File: config.mk
export PLATFORM = sky130hd
export DESIGN_NAME = dmux8way_gate
export DESIGN_NICKNAME = d
export VERILOG_FILES = /design/src/rtl/dmux_pkg.sv /design/src/rtl/dmux_decode3to8.sv /design/src/rtl/dmux8way_gate.sv
export SDC_FILE = /design/constraint.sdc
export NUM_CORES = 1
export LEC_CHECK = 0
export ABC_AREA = 1
export BUFFER_PORTS_ARGS = -buffer_cell sky130_fd_sc_hd__buf_2
export CORE_AREA = 4 4 41 43
export DETAILED_ROUTE_END_ITERATION = 6
export DIE_AREA = 0 0 45 47
export SLEW_MARGIN = 40
export SYNTH_ARGS = -nofsm -noshare
export SYNTH_HDL_FRONTEND = slang
export SYNTH_SLANG_ARGS = --single-unit
File: constraint.sdc
create_clock -name clk -period 0.9 [get_ports clk]
set_clock_uncertainty 0.15 [all_clocks]
set_input_delay 0.27 -clock clk [delete_from_list [all_inputs] [get_ports clk]]
set_output_delay 0.27 -clock clk [all_outputs]
set_load 0.01 [all_outputs]
File: src/rtl/dmux_pkg.sv
// Shared definitions for the 8-way demultiplexer: the select width, the
// channel count, the channel mask type and named channel indices.
package dmux_pkg;

   localparam int SEL_W  = 3;
   localparam int NUM_CH = 8;

   typedef logic [NUM_CH-1:0] ch_mask_t;

   localparam logic [SEL_W-1:0] CH_A = 3'd0;
   localparam logic [SEL_W-1:0] CH_B = 3'd1;
   localparam logic [SEL_W-1:0] CH_C = 3'd2;
   localparam logic [SEL_W-1:0] CH_D = 3'd3;
   localparam logic [SEL_W-1:0] CH_E = 3'd4;
   localparam logic [SEL_W-1:0] CH_F = 3'd5;
   localparam logic [SEL_W-1:0] CH_G = 3'd6;
   localparam logic [SEL_W-1:0] CH_H = 3'd7;

endpackage

File: src/rtl/dmux_decode3to8.sv
// 3-to-8 one-hot decoder. Every select code is legal and maps to exactly
// one enable bit, so the enables never carry X for a known select.
module dmux_decode3to8
   import dmux_pkg::*;
(
   input  logic [SEL_W-1:0] sel,
   output ch_mask_t         en
);

   // Fully decode the select into a one-hot channel enable.
   always_comb begin
      en = 8'b0000_0000;
      case (sel)
         CH_A:    en = 8'b0000_0001;
         CH_B:    en = 8'b0000_0010;
         CH_C:    en = 8'b0000_0100;
         CH_D:    en = 8'b0000_1000;
         CH_E:    en = 8'b0001_0000;
         CH_F:    en = 8'b0010_0000;
         CH_G:    en = 8'b0100_0000;
         CH_H:    en = 8'b1000_0000;
         default: en = 8'b0000_0000;
      endcase
   end

endmodule

File: src/rtl/dmux8way_gate.sv
// 1-to-8 demultiplexer with sticky per-channel activity flags.
// The selected output carries `in`, all others are zero. `act` records
// which channels have ever seen nonzero data since the last reset.
// Build option DMUX8WAY_GATE_OUT_REG_EN registers a..h (one cycle of
// latency, cleared by rst); without it the data path is combinational
// and independent of clk and rst.
module dmux8way_gate
   import dmux_pkg::*;
#(
   parameter int WIDTH = 1
)
(
   input  logic             clk,
   input  logic             rst,
   input  logic [WIDTH-1:0] in,
   input  logic [SEL_W-1:0] sel,
   output logic [WIDTH-1:0] a,
   output logic [WIDTH-1:0] b,
   output logic [WIDTH-1:0] c,
   output logic [WIDTH-1:0] d,
   output logic [WIDTH-1:0] e,
   output logic [WIDTH-1:0] f,
   output logic [WIDTH-1:0] g,
   output logic [WIDTH-1:0] h,
   output logic [7:0]       act
);

   ch_mask_t                      en;
   logic                          in_active;
   logic [NUM_CH-1:0][WIDTH-1:0]  ch_data;

   dmux_decode3to8 u_decode (
      .sel (sel),
      .en  (en)
   );

   // Gate the data into each channel with that channel's one-hot enable.
   always_comb begin
      ch_data   = '0;
      in_active = |in;
      for (int k = 0; k < NUM_CH; k++) begin
         ch_data[k] = in & {WIDTH{en[k]}};
      end
   end

   // Sticky activity flags: set the selected channel's bit on nonzero data.
   always_ff @(posedge clk or posedge rst) begin
      if (rst) begin
         act <= 8'h00;
      end else begin
         act <= act | (en & {NUM_CH{in_active}});
      end
   end

`ifdef DMUX8WAY_GATE_OUT_REG_EN
   logic [NUM_CH-1:0][WIDTH-1:0] out_q;

   // Capture the routed data so a..h change only on the clock edge.
   always_ff @(posedge clk or posedge rst) begin
      if (rst) begin
         out_q <= '0;
      end else begin
         out_q <= ch_data;
      end
   end

   assign a = out_q[CH_A];
   assign b = out_q[CH_B];
   assign c = out_q[CH_C];
   assign d = out_q[CH_D];
   assign e = out_q[CH_E];
   assign f = out_q[CH_F];
   assign g = out_q[CH_G];
   assign h = out_q[CH_H];
`else
   assign a = ch_data[CH_A];
   assign b = ch_data[CH_B];
   assign c = ch_data[CH_C];
   assign d = ch_data[CH_D];
   assign e = ch_data[CH_E];
   assign f = ch_data[CH_F];
   assign g = ch_data[CH_G];
   assign h = ch_data[CH_H];
`endif

endmodule

==> results.py <==
metrics = {
    "status": {
        "status": "complete, but fails checks",
        "violations": "negative hold slack, negative setup slack",
    },
    "global_route": {
        "grt_max_degree": 9,
        "antenna_found_initial": 0,
        "grt_usage_pct": 10.7,
        "grt_overflow_total": 0,
        "grt_pass1_wl_um": 1610,
        "grt_pass1_vias": 403,
    },
    "synth": {
        "yosysWarnings": 0,
        "syn-num-nets": 53,
        "yosysUniqueCellTypes": 8,
        "seq_area_frac_synth_pct": 54.6,
        "synth-seq-cells": 8,
        "syn_inst": 47,
        "syn_avg_cell_area_sq_um": 7.80,
        "synth_area_sq_um": 367,
    },
    "worst_setup_path": {
        "cp_max_fo": 2,
        "slowest_delay_ns": 0.40,
        "startpoint_type": "flip-flop",
        "crit_required_ns": 0.48,
        "critPathBufInv": 1,
        "worstSetupPathType": "flip-flop to primary output",
        "crit_family": "flip-flops",
        "crit_cells": 1,
        "r2r_cells": 1,
        "crit_chain": "buf_6",
        "critPathSlowestCell": "dfrtp_1",
        "startpoint": "act[1]",
        "timing.rr.start": "act[5]",
        "timing.rr.end": "act[5]",
        "critPathCaptureType": "primary output",
        "cp.arrival_ns": 0.78,
        "regToRegSetupSlack_ns": 0.11,
    },
    "drt": {
        "drt_iter0_drc": 1,
        "drc": 0,
        "ant_nets": 0,
        "wl_um": 1010,
        "avgViaCountPerCell": 4.08,
        "post_drt_wl_per_cell_um": 10.7,
        "vias": 388,
        "drt-pass1-iter-count": 3,
    },
    "sta": {
        "rsz0062_at_grt": "true",
        "hold_viol": 8,
        "fmax_ghz": 0.832,
        "slew_headroom_pct": 79.7,
        "period_share_pct": 134,
        "tightest_slew_ns": 0.304,
        "tns_ns": -4.17,
        "period_minus_slack_ns": 1.20,
        "slew_viol_final": 0,
        "holdWs_ns": -0.201,
        "setup_slack_ns": -0.302,
        "setup_viol": 16,
    },
    "pwr": {
        "p_per_area_nw_per_um2": 1060,
        "vdd_drop_max_mv": 0.687,
        "leakagePower_nw": 0.404,
        "finalPower_uw": 880,
    },
    "die": {
        "initial_core_util_pct": 28.2,
        "num_rows": 13,
        "chipWidth_um": 45,
        "io_pins": 22,
        "core_area_sq_um": 1300,
        "die_area_sq_um": 2120,
        "die_height_um": 47,
    },
    "clocking": {
        "numCtsBuffers": 3,
        "clk_pin_slew_ns": 0.05,
        "clk_latency_ns": 0.25,
        "clockBufferDepth": 2,
        "cts_tree": "built",
        "clock-sinks": 8,
        "cts.htree.levels": 1,
        "cts-root-buf": "clkbuf_4",
    },
    "run": {
        "cap_violations": 0,
    },
    "finish": {
        "multi_input_area_sq_um": 219,
        "drive_gt1_share_pct": 73.8,
        "reg_top3": "act (8)",
        "regArea_sq_um": 200,
        "largest_register_ffs": 8,
        "syn_to_final_growth_pct": 126,
        "finalInstanceArea_sq_um": 830,
        "antennaDiodeCount": 0,
        "final_nets": 88,
        "max_flop_register": "act",
        "fillCellCount": 104,
        "fin_util_pct": 63.7,
    },
    "place": {
        "placed_area_sq_um": 584,
        "port_buffers": 21,
        "place_worst_setup_slack_ns": -0.391,
        "place_hpwl_um": 690,
        "routabilityCongestion": 0.768,
    },
    "worst_hold_path": {
        "hp-class": "input port to async pin",
    },
}
==> timing repair <==
item,in CTS,in global routing
setup endpoints to repair,16,16
resized for setup,37,5
endpoints found under the hold margin,8,8
pin swaps,11,8
buffers inserted,3,3
cloned,0,0
==> Yosys cell counts <==
| cell | number | share of area [%] |
|---|---|---|
| inv_1 | 13 | 13 |
| nand2_1 | 12 | 12 |
| dfrtp_1 | 8 | 55 |
| nor2_1 | 7 | 7.2 |
| o21bai_1 | 4 | 8.2 |
| inv_2 | 1 | 1.0 |
| nand2_2 | 1 | 1.7 |
| nor2_2 | 1 | 1.7 |
==> placed cells by master, fill, tap and decap left out <==
master,n
inv_1,5
nand2_2,4
buf_4,8
nand2_4,3
nand2_1,4
inv_8,2
o21bai_1,4
clkbuf_4,3
inv_4,1
buf_2,9
clkinv_8,1
buf_6,9
nor2_2,3
dfrtp_1,8
buf_12,4
nand2_8,2
inv_2,5
nor2_4,5
==> final cells by class <==
class,count,area share (%)
Timing Repair Buffer,30,34.5
Clock buffer,3,2.71
Sequential cell,8,24.1
Multi-Input combinational cell,25,26.4
Inverter,14,9.95
Tap cell,15,2.26
==> worst max path at each step <==
stage / endpoint / slack (ns)
2_1_floorplan: a / -0.05
3_3_place_gp: a / -0.38
3_5_place_dp: c / -0.39
4_1_cts: act[2] / -0.30
5_1_grt: c / -0.34
6_report: act[1] / -0.30
==> per-layer routing <==
layer	up-vias	share of wire [%]	track usage, %
li1	201	-	-
met4	0	1.5	7.02
met2	16	49	16.7
met5	-	0	0
met1	169	40	12.8
met3	2	9.5	3.45
==> metrics by stage <==
step | std cells | hold slack [ns]
after floorplan | 47 | -0.0643
after global placement | 86 | 0.0811
after detailed placement | 86 | 0.0857
after CTS | 92 | -0.191
after global routing | 95 | -0.173
final | 95 | -0.201
==> kinds of logic after synthesis <==
group                  synth area share [%]
buffers and inverters                  14.3
AOI/OAI and AO/OA                      8.19
and+or+nand+nor                        22.9
DFF                                    54.6
==> where the power goes <==
part	total [mW]	internal, mW	switching (mW)
Combinational	0.232	0.118	0.113
Sequential	0.374	0.370	0.00409
Clock	0.274	0.153	0.122
Power figures use the tool's default switching activity.
